$ cat src/rtl/pwm_pkg.sv
// Shared PWM definitions: capture FSM states, default widths and the carrier
// constant that keeps the PWM generator and pwm_capture in agreement.
package pwm_pkg;

  typedef enum logic [1:0] {
    IDLE = 2'd0,
    HIGH = 2'd1,
    LOW  = 2'd2
  } pwm_state_e;

  localparam int CNT_W_DEF   = 16;
  localparam int TIMEOUT_DEF = 65535;

  // 25 MHz system clock / 25 kHz carrier
  localparam int PWM_CARRIER_CLKS = 1000;

endpackage

$ cat src/rtl/sync_edge_det.sv
// Multi-flop synchroniser for an asynchronous pin with registered-history
// edge detection; reusable for any JA input.
module sync_edge_det #(
  parameter int SYNC_STAGES = 2
) (
  input  logic clock,
  input  logic reset,
  input  logic din,
  output logic level,
  output logic rise,
  output logic fall
);

  logic [SYNC_STAGES-1:0] sync_q;
  logic                   s_d;

  always_ff @(posedge clock or negedge reset) begin
    if (!reset) begin
      sync_q <= '0;
      s_d    <= 1'b0;
    end else begin
      sync_q <= {sync_q[SYNC_STAGES-2:0], din};
      s_d    <= sync_q[SYNC_STAGES-1];
    end
  end

  assign level = sync_q[SYNC_STAGES-1];
  assign rise  = level & ~s_d;
  assign fall  = ~level & s_d;

endmodule

$ cat src/rtl/pwm_capture.sv
// PWM receiver: times each rising-to-rising cycle, holds high time and period
// until acknowledged, and flags overrun and stuck-input conditions.
module pwm_capture
  import pwm_pkg::*;
#(
  parameter int CNT_W       = CNT_W_DEF,
  parameter int SYNC_STAGES = 2,
  parameter int TIMEOUT     = TIMEOUT_DEF
) (
  input  logic             clock,
  input  logic             reset,
  input  logic             enable,
  input  logic             pwm_in,
  input  logic             rd_ack,
  output logic [CNT_W-1:0] high_cnt,
  output logic [CNT_W-1:0] period_cnt,
  output logic             valid,
  output logic             overrun,
  output logic             stuck,
  output logic             level
);

  localparam logic [CNT_W-1:0] CNT_MAX  = '1;
  localparam logic [CNT_W-1:0] IDLE_MAX = CNT_W'(TIMEOUT);
  localparam logic [CNT_W-1:0] ONE      = CNT_W'(1);

  pwm_state_e       state, state_nxt;
  logic [CNT_W-1:0] hcnt, pcnt, idle_cnt;
  logic [CNT_W-1:0] hcnt_inc, pcnt_inc;
  logic             rise, fall, edge_seen, timeout, publish;

  sync_edge_det #(
    .SYNC_STAGES (SYNC_STAGES)
  ) u_sync (
    .clock (clock),
    .reset (reset),
    .din   (pwm_in),
    .level (level),
    .rise  (rise),
    .fall  (fall)
  );

  assign edge_seen = rise | fall;
  assign timeout   = enable & ~edge_seen & (idle_cnt == IDLE_MAX);
  assign publish   = enable & (state == LOW) & rise;
  assign hcnt_inc  = (hcnt == CNT_MAX) ? hcnt : hcnt + ONE;
  assign pcnt_inc  = (pcnt == CNT_MAX) ? pcnt : pcnt + ONE;

  always_ff @(posedge clock or negedge reset) begin
    if (!reset) state <= IDLE;
    else        state <= state_nxt;
  end

  always_comb begin
    state_nxt = state;
    if (!enable || timeout) begin
      state_nxt = IDLE;
    end else begin
      case (state)
        IDLE:    if (rise) state_nxt = HIGH;
        HIGH:    if (fall) state_nxt = LOW;
        LOW:     if (rise) state_nxt = HIGH;
        default: state_nxt = IDLE;
      endcase
    end
  end

  // The rise clock opens the new cycle (count 1); the fall clock is the
  // HIGH->LOW hand-over and advances neither counter, so a high of H clocks
  // and low of L clocks reads back as H and H+L.
  always_ff @(posedge clock or negedge reset) begin
    if (!reset) begin
      hcnt <= '0;
      pcnt <= '0;
    end else if (state_nxt == IDLE) begin
      hcnt <= '0;
      pcnt <= '0;
    end else if (rise) begin
      hcnt <= ONE;
      pcnt <= ONE;
    end else if (state == HIGH && !fall) begin
      hcnt <= hcnt_inc;
      pcnt <= pcnt_inc;
    end else if (state == LOW) begin
      pcnt <= pcnt_inc;
    end
  end

  always_ff @(posedge clock or negedge reset) begin
    if (!reset) begin
      idle_cnt <= '0;
      stuck    <= 1'b0;
    end else begin
      if (!enable || edge_seen)    idle_cnt <= '0;
      else if (idle_cnt != IDLE_MAX) idle_cnt <= idle_cnt + ONE;
      if (edge_seen)    stuck <= 1'b0;
      else if (timeout) stuck <= 1'b1;
    end
  end

  // Result registers survive enable=0; only reset clears them.
  always_ff @(posedge clock or negedge reset) begin
    if (!reset) begin
      high_cnt   <= '0;
      period_cnt <= '0;
      valid      <= 1'b0;
      overrun    <= 1'b0;
    end else if (publish) begin
      high_cnt   <= hcnt;
      period_cnt <= pcnt_inc;
      valid      <= 1'b1;
      if (valid && !rd_ack) overrun <= 1'b1;
    end else if (rd_ack) begin
      if (valid) valid   <= 1'b0;
      else       overrun <= 1'b0;
    end
  end

endmodule

$ cat config.mk
export PLATFORM = sky130hd
export DESIGN_NAME = pwm_capture
export DESIGN_NICKNAME = d
export VERILOG_FILES = /design/src/rtl/pwm_pkg.sv /design/src/rtl/sync_edge_det.sv /design/src/rtl/pwm_capture.sv
export SDC_FILE = /design/constraint.sdc
export NUM_CORES = 1
export LEC_CHECK = 0
export ABC_AREA = 0
export BUFFER_PORTS_ARGS = -buffer_cell sky130_fd_sc_hd__buf_2
export CORE_ASPECT_RATIO = 0.8
export CORE_MARGIN = 5
export CORE_UTILIZATION = 25
export DETAILED_ROUTE_END_ITERATION = 10
export PLACE_DENSITY = 0.42
export SYNTH_ARGS = -nofsm -noshare
export SYNTH_HDL_FRONTEND = slang
export SYNTH_HIERARCHICAL = 1
export SYNTH_SLANG_ARGS = --single-unit
$ cat constraint.sdc
create_clock -name clock -period 2.5 [get_ports clock]
set_clock_uncertainty 0.05 [all_clocks]
set_input_delay 0.25 -clock clock [delete_from_list [all_inputs] [get_ports clock]]
set_output_delay 0.25 -clock clock [all_outputs]
set_load 0.02 [all_outputs]
==> results of run 1 <==
-- power by group through the flow --
| stage | sequential [uW] | clock [uW] | combinational (uW) |
|---|---|---|---|
| 2_1_floorplan | 1490 | 0 | 58.4 |
| 3_3_place_gp | 1480 | 0 | 139 |
| 3_5_place_dp | 1480 | 0 | 141 |
| 4_1_cts | 1450 | 1550 | 143 |
| 5_1_grt | 1460 | 1600 | 159 |
| 6_report | 1450 | 1490 | 139 |
-- logic make-up (layout without fill, tap and decap cells) --
family                   after synthesis  after routing  synth area share [%]
AO/OA/AOI/OAI                         78             78                  10.9
XOR/XNOR                              36             36                  7.30
adder cells (fa/ha/maj)                3              3                 0.869
buffers and inverters                 28             87                  2.90
flip-flops                            88             88                  51.0
multiplexers                           1              1                 0.232
AND/OR/NAND/NOR                      235            235                  26.8
-- sequential cells by signal (all words and copies together), names as in the netlist --
signal         flops
hcnt              16
high_cnt          16
idle_cnt          16
overrun            1
pcnt              16
period_cnt        16
state              2
stuck              1
u_sync/s_d         1
u_sync/sync_q      2
valid              1
-- critical path, cell delays in order, from the launching register on --
cell       delay (ns)
dfrtp_1          0.46
ha_1             0.30
nand4_1          0.20
or2_0            0.45
o211ai_1         0.28
a21oi_1          0.10
a2111oi_0        0.29
-- per-stage QoR --
step           total power [uW]  cell area [um2]  setup slack (ns)
3_3_place_gp               1620             4890             0.316
6_report                   3080             5240             0.235
2_1_floorplan              1550             4320             0.365
5_1_grt                    3220             5240            0.0653
4_1_cts                    3150             5240             0.148
3_5_place_dp               1620             4890             0.186
-- how the worst max path moves through the flow --
stage                      from  endpoint  cells past startpoint
2_1_floorplan  u_sync/sync_q[1]  pcnt[15]                      7
6_report                pcnt[0]   pcnt[0]                      6
3_5_place_dp            pcnt[0]  pcnt[13]                      6
5_1_grt                 pcnt[0]   pcnt[0]                      6
4_1_cts                 pcnt[0]  pcnt[13]                      6
3_3_place_gp            pcnt[0]  pcnt[13]                      6
-- placed cells by master (no fill, tap or decap), types with 3 or more instances in the layout --
| cell type | count |
|---|---|
| dfrtp_1 | 88 |
| nand2_1 | 83 |
| nor2_1 | 52 |
| buf_2 | 39 |
| o21ai_0 | 27 |
| xor2_1 | 19 |
| a21oi_1 | 19 |
| buf_4 | 19 |
| nand3_1 | 18 |
| xnor2_1 | 17 |
| nand4_1 | 15 |
| nor3_1 | 15 |
| and3_1 | 9 |
| inv_1 | 9 |
| a31oi_1 | 9 |
| clkbuf_16 | 9 |
| and2_1 | 6 |
| o211ai_1 | 6 |
| nor2b_1 | 5 |
| o31ai_1 | 4 |
| or2_2 | 4 |
| nor4_2 | 3 |
| nor4_1 | 3 |
| ha_1 | 3 |
| clkinvlp_4 | 3 |
-- cell type report --
type / count / area (um2) / area share (%)
multi-input combinational: 353 / 2000 / 38.2
sequential: 88 / 2200 / 42.0
clock inverter: 7 / 103 / 1.96
clock buffer: 9 / 225 / 4.29
timing repair buffer: 62 / 398 / 7.59
tap: 225 / 282 / 5.37
inverter: 9 / 33.8 / 0.644
-- per-layer routing --
metal / global-route usage (%) / routed length, um / up-vias
met1: 16.1 / 5350 / 1678
li1: - / - / 1727
met4: 3.21 / 142 / 0
met3: 3.18 / 523 / 11
met5: 0 / 0 / -
met2: 16.1 / 4490 / 53
-- timing repair --
| item | 4_1_cts | 5_1_grt |
|---|---|---|
| endpoints found under the hold margin | 30 | 0 |
| gates resized for setup | 0 | 1 |
| hold buffers | 2 | 0 |
| endpoints found under the setup margin | 0 | 1 |
==> reports/metrics.yaml, run 1 <==
detailed_routing:
  drc: 0
  first_pass_iters: 4
  wl_per_cell_um: 14.0
  postRouteAntennaNets: 0
  drt-vias-per-instance: 4.61
  totalWireLength_mm: 10.5
  route.vias.total: 3469
  drtIter0Drc: 171
power_and_ir_drop:
  clockPowerShare_pct: 48.4
  power_switching_uw: 713
  seqPwrFrac_pct: 47.1
  p_leak_uw: 0.00226
  switching_share_pct: 23.1
  intPower_uw: 2370
  comb_power_share_pct: 4.5
  peakVddDrop_uv: 308
  power_density_nw_per_um2: 588
global_routing:
  grt_max_degree: 42
  grt_pass1_wl_mm: 17.9
  first_global_vias: 3481
  overflow: 0
  grt_usage_pct: 11.1
  antenna_found_initial: 0
worst_hold_path:
  hold_depth: 2
  hp-start: "rd_ack"
  hold_class: "in -> reg"
  hold_end: "valid"
layout:
  final_cells: 753
  final_nets: 531
  area_growth_pct: 21.4
  final_util_pct: 30.6
  diodes: 0
  n_fill_cell: 1813
  drive_gt1_share_pct: 17.4
sta:
  setup_violations: 0
  clock.fmax_mhz: 442
  holdWs_ns: 0.0588
  relSlewSlack_pct: 63.7
  period_share_pct: 90.6
  drv_slew: 0
  hold_viol_final: 0
  fin_tns_setup_ns: 0
  worst_pin_slew_ns: 0.544
  period_needed_ns: 2.26
  rsz0062_at_grt: "false"
yosys:
  yosysWarnings: 6
  synth.top_cells.by_count: "88 x dfrtp_1, 83 x nand2_1, 52 x nor2_1, 27 x o21ai_0"
  syn_inst: 469
  synth_area_um2: 4320
  synth_top_area_share_pct: 51.0
  yosys.area.top_type: "dfrtp_1"
  synth_edf_count: 0
  syn_avg_cell_area_um2: 9.21
  synth_fp_nets: 477
  netlist_top_cells_area: "dfrtp_1 51%, nand2_1 7.2%, nor2_1 4.5%, xor2_1 3.9%, xnor2_1 3.4%"
  synth.most_common_cell: "dfrtp_1"
  yosys_register_bits: 88
  synth_seq_area_share_pct: 51.0
  synth-main-ff-cell: "dfrtp_1"
  ys_async_sr_fraction_pct: 100
  yosysUniqueCellTypes: 51
floorplan:
  pin_count: 41
  fp-row-count: 43
  die_area_um2: 20000
  die_h_um: 128
  die_w_um: 157
  core_area_um2: 17200
  start_util_pct: 25.2
setup_path:
  r2r_end: "pcnt[0]"
  ff2ff_setup_slack_ns: 0.24
  ff2ff_path_depth: 6
  worstPathMaxFanout: 8
  endpoint_kind: "flop"
  required_ns: 2.66
  timing.critical_path.arrival_ns: 2.42
  cp-start-kind: "flop"
  rr_startpoint: "pcnt[0]"
  worstSetupPathType: "reg -> reg"
clocking:
  clock_path_buffers: 2
  path_clk_slew_ns: 0.06
  htreeDepth: 3
  cts_tree: "built"
  post_cts_buffers: 0
  cts_root_buf: "clkbuf_16"
  cts_buffers: 9
  clock_latency_ns: 0.35
  clock-sinks: 88
placed_design:
  place.gp.congestion: 0.815
  numPortBuffers: 40
  dp_hpwl_mm: 7.35
  dp_cells: 735
flow_run:
  max-cap-violations: 0
run_status:
  status: "finished, final reports clean"
(Power assumes the default switching activity.)
==> run 2: changes to the inputs <==
CTS_BUF_LIST = sky130_fd_sc_hd__clkbuf_4 sky130_fd_sc_hd__clkbuf_8   (was not set)
==> run 2 against run 1 <==
Net effect: via count increased by 0.12%; fmax about the same; design area decreased by 1.7%; combinational power about the same; non-clock buffer count increased by 1; power decreased by 11%; sequential cell count unchanged; largest cell class unchanged; largest power group is now sequential cells.
==> reports/metrics.yaml, run 2 (synthesized netlist as in run 1, its figures left out) <==
setup_path:
  cpMaxStageDelayCell: "dfrtp_1"
  critPathMaxStageDelay_ns: 0.47
  timing.critical_path.arrival_ns: 2.46
  cp_cell_sequence: "ha_1 -> nand4_1 -> or2_0 -> o211ai_1 -> a21oi_1 -> a2111oi_0"
  required_ns: 2.69
  cp-start-kind: "flop"
  worstSetupPathType: "reg -> reg"
  worstPathMaxFanout: 8
  endpoint_kind: "flop"
placed_design:
  place.gp.congestion: 0.815
  placement.setup.worst_slack_ns: 0.186
  numPortBuffers: 40
  dp_hpwl_mm: 7.35
sta:
  rsz0062_at_grt: "false"
  worst_pin_slew_ns: 0.540
  setup_slack_ns: 0.236
  relSlewSlack_pct: 64.0
  fin_tns_setup_ns: 0
  setup_violations: 0
  drv_slew: 0
  clock.fmax_mhz: 442
  period_needed_ns: 2.26
  hold_viol_final: 0
  period_share_pct: 90.6
detailed_routing:
  first_pass_iters: 4
  postRouteAntennaNets: 0
  maxUsedRoutingLayer: "met4"
  wl_met3_um: 441
  drt-vias-per-instance: 4.61
  route.vias.total: 3473
  wl_per_cell_um: 14.0
  drtIter0Drc: 192
  totalWireLength_mm: 10.5
  wl_met2_mm: 4.55
  drc: 0
  met1_length_mm: 5.42
layout:
  layout_commonest_cell: "dfrtp_1"
  multi_input_area_um2: 2000
  final_nets: 532
  final_cell_mix: "88 x dfrtp_1, 83 x nand2_1, 52 x nor2_1"
  diodes: 0
  drive_gt1_share_pct: 17.4
  area_growth_pct: 19.3
  n_fill_cell: 1828
  register_area_um2: 2200
global_routing:
  antenna_found_initial: 0
  grt_max_degree: 42
  grt_pass1_wl_mm: 17.9
  overflow: 0
  grt_usage_pct: 11.1
  first_global_vias: 3483
clocking:
  clock_path_buffers: 2
  cts_tree: "built"
  path_clk_slew_ns: 0.09
  clock-sinks: 88
  htreeDepth: 3
  clock_latency_ns: 0.38
  post_cts_buffers: 0
  cts_buffers: 9
  cts_root_buf: "clkbuf_8"
floorplan:
  die_area_um2: 20000
  die_h_um: 128
  start_util_pct: 25.2
  fp-row-count: 43
  core_area_um2: 17200
  die_w_um: 157
  pin_count: 41
power_and_ir_drop:
  power_density_nw_per_um2: 530
  peakVddDrop_uv: 326
  p_leak_uw: 0.00222
flow_run:
  max-cap-violations: 0
worst_hold_path:
  hold_class: "in -> reg"
run_status:
  status: "finished, final reports clean"
-- run 2: cell count changes in the layout (fill, tap and decap cells not counted) --
| cell | change |
|---|---|
| clkbuf_16 | -9 |
| clkbuf_8 | +9 |
| dlygate4sd3_1 | +1 |
-- run 2: worst paths after layout --
path | start | endpoint | slack, ns | depth (start not counted)
min | enable | state[0] | 0.16 | 2
max reg2reg | pcnt[0] | pcnt[0] | 0.24 | 6
min in group asynchronous | reset | hcnt[4] | 0.30 | 2
max in group asynchronous | reset | period_cnt[0] | 1.48 | 3
min reg2reg | u_sync/sync_q[0] | u_sync/sync_q[1] | 0.32 | 0
max | pcnt[0] | pcnt[0] | 0.24 | 6
-- run 2: where the power goes --
part           internal [uW]  switching, uW
Clock                    573            567
Combinational           46.6           93.1
Sequential              1440           15.1
Total                   2060            675
-- run 2: through the flow --
step	cell area [um2]	hold slack [ns]	power, uW	util [%]	cells
CTS	5150	0.129	2800	30.0	754
detailed placement	4890	0.173	1620	28.5	735
global route	5150	0.144	2860	30.0	754
global placement	4890	0.169	1620	28.5	735
finish	5150	0.161	2730	30.0	754
floorplan	4320	-0.0956	1550	-	469
-- run 2: critical path, delay by kind of cell, from the launching register on --
| family | cells | cell delay (ns) |
|---|---|---|
| simple gates | 2 | 0.65 |
| flops | 1 | 0.47 |
| fa+ha+maj | 1 | 0.31 |
| compound gates | 3 | 0.66 |
-- run 2: area by class of cell --
class	count	share of cell area, %
Tap cell	225	5.46
Clock buffer	9	2.40
Timing Repair Buffer	63	7.92
Sequential cell	88	42.7
Inverter	9	0.656
Clock inverter	7	1.99
Multi-Input combinational cell	353	38.8
-- run 2: what timing repair did --
action | 4_1_cts | 5_1_grt
gates resized for setup | 0 | 1
endpoints found under the hold margin | 32 | 0
hold buffers | 3 | 0
setup endpoints to repair | 0 | 1
-- run 2: metal layers --
metal  vias up  track usage (%)
met1      1693             16.1
li1       1731                -
met3         9             3.08
met5         -                0
met2        40             16.1
met4         0             3.21
==> run 3: changes to the inputs <==
PLACE_DENSITY = 0.44   (was 0.42)
clock period = 2 ns   (was 2.5 ns; I/O delays follow)
==> run 3 against run 2 <==
Net effect: the flow now finishes with violations (negative setup slack); critical path depth is 2 higher; worst hold slack worse by 0.045 ns; fmax is 12% higher; first-iteration DRC count is 17% higher; power is 24% higher; register-to-register slack worse by 0.25 ns; combinational power is 53% higher; count of clock-buffer cells in the layout is 4 higher; cell count is 4.2% higher; core utilization is 2.2 points higher.
==> reports/metrics.yaml, run 3 (synthesized netlist as in run 1, its figures left out) <==
run_status:
  status: "finished, violations left"
  violations: "negative setup slack"
layout:
  n_fill_cell: 1794
  final_nets: 564
  final_area_um2: 5520
  multi_input_area_um2: 2080
  layout_commonest_cell: "dfrtp_1"
  final_cell_mix: "87 x dfrtp_1, 80 x nand2_1, 46 x nor2_1"
  diodes: 0
  area_growth_pct: 27.9
  drive_gt1_share_pct: 25.8
  register_area_um2: 2200
sta:
  period_share_pct: 101
  holdWs_ns: 0.116
  fin_tns_setup_ns: -0.0270
  worst_pin_slew_ns: 0.409
  hold_viol_final: 0
  relSlewSlack_pct: 72.5
  drv_slew: 0
  period_needed_ns: 2.02
  clock.fmax_mhz: 496
  setup_slack_ns: -0.0161
  rsz0062_at_grt: "true"
  setup_violations: 2
floorplan:
  core_area_um2: 17200
  die_h_um: 128
  pin_count: 41
  fp-row-count: 43
  die_w_um: 157
  die_area_um2: 20000
  start_util_pct: 25.2
setup_path:
  rr_startpoint: "u_sync/s_d"
  cpMostUsedCell: "a31oi_1"
  critPathMaxStageDelay_ns: 0.42
  worst-path-buf-inv: 2
  cpLargestDelayFamily: "simple AND/OR/NAND/NOR gates"
  timing.critical_path.arrival_ns: 2.26
  endpoint_kind: "flop"
  cp-start-kind: "flop"
  cpMaxStageDelayCell: "or3b_4"
  cp_cell_sequence: "and2b_2 -> or3b_4 -> and2_4 -> nor3b_4 -> buf_6 -> buf_12 -> a31oi_1 -> a31oi_1"
  required_ns: 2.24
  worstSetupPathType: "reg -> reg"
  worstPathMaxFanout: 9
  startpoint: "u_sync/s_d"
placed_design:
  numPortBuffers: 40
  dp_hpwl_mm: 7.30
  place.gp.congestion: 0.804
  post_dp_cell_area_um2: 5110
detailed_routing:
  drtIter0Drc: 224
  first_pass_iters: 4
  postRouteAntennaNets: 0
  drt-vias-per-instance: 4.54
  drc: 0
  route.vias.total: 3570
  totalWireLength_mm: 10.4
  wl_per_cell_um: 13.3
global_routing:
  first_global_vias: 3531
  antenna_found_initial: 0
  grt_usage_pct: 10.8
  grt_max_degree: 43
  overflow: 0
  grt_pass1_wl_mm: 17.4
power_and_ir_drop:
  power_density_nw_per_um2: 614
  peakVddDrop_uv: 296
  p_leak_uw: 0.00241
clocking:
  htreeDepth: 3
  cts_buffers: 9
  cts_tree: "built"
  clock-sinks: 88
  clock_path_buffers: 2
  clock_latency_ns: 0.37
  path_clk_slew_ns: 0.09
  cts_root_buf: "clkbuf_8"
worst_hold_path:
  hp-start: "enable"
  hold_class: "in -> reg"
flow_run:
  max-cap-violations: 0
## run 3: final cells by class
type / count / area share, %
clock buffer: 13 / 3.24
sequential: 88 / 39.9
clock inverter: 3 / 0.838
timing repair buffer: 95 / 12.6
multi-input combinational: 353 / 37.7
tap: 225 / 5.10
inverter: 9 / 0.612
## run 3: final timing paths
check / endpoint / slack [ns] / depth (start not counted)
hold reg to reg: u_sync/sync_q[1] / 0.31 / 0
setup / recovery: pcnt[3] / -0.02 / 8
min in group asynchronous: period_cnt[7] / 0.24 / 2
hold / removal: hcnt[0] / 0.12 / 3
setup reg to reg: pcnt[3] / -0.02 / 8
max in group asynchronous: high_cnt[9] / 1.05 / 3
## run 3: what timing repair did
| item | CTS | global route |
|---|---|---|
| setup endpoints to repair | 3 | 31 |
| hold buffers | 3 | 0 |
| endpoints found under the hold margin | 28 | 0 |
| resized for setup | 1 | 27 |
| setup buffers | 0 | 4 |
| gates cloned | 0 | 2 |
| pin swaps | 1 | 1 |
## run 3: worst register-to-register path, delay by kind of cell, from the launching register on
family | cells | cell delay (ns)
buffers and inverters | 2 | 0.29
and+or+nand+nor | 4 | 0.97
AOI/OAI and AO/OA | 2 | 0.25
DFF | 1 | 0.38
## run 3: per-layer routing
metal | vias to the layer above | wire (um) | track usage (%) | share of wire (%)
met2 | 54 | 4460 | 15.6 | 43
met3 | 8 | 477 | 3.12 | 4.6
met5 | - | 0 | 0 | 0
met1 | 1714 | 5380 | 15.8 | 52
met4 | 0 | 124 | 2.70 | 1.2
li1 | 1794 | - | - | -
## run 3: power breakdown
part           internal, uW  switching, uW  leakage [uW]  total, uW
combinational          83.7            131       0.00108        214
sequential             1800           12.8       0.00122       1810
clock                   719            646      0.000112       1360
## run 3: per-stage QoR
stage | instances | power [uW] | setup WS (ns) | util, %
after floorplan | 469 | 1930 | -0.0985 | -
after global placement | 761 | 2040 | 0.0430 | 29.8
after detailed placement | 761 | 2040 | -0.0172 | 29.8
after CTS | 780 | 3440 | 0.00301 | 31.3
after global routing | 786 | 3560 | -0.0949 | 32.2
final | 786 | 3390 | -0.0161 | 32.2
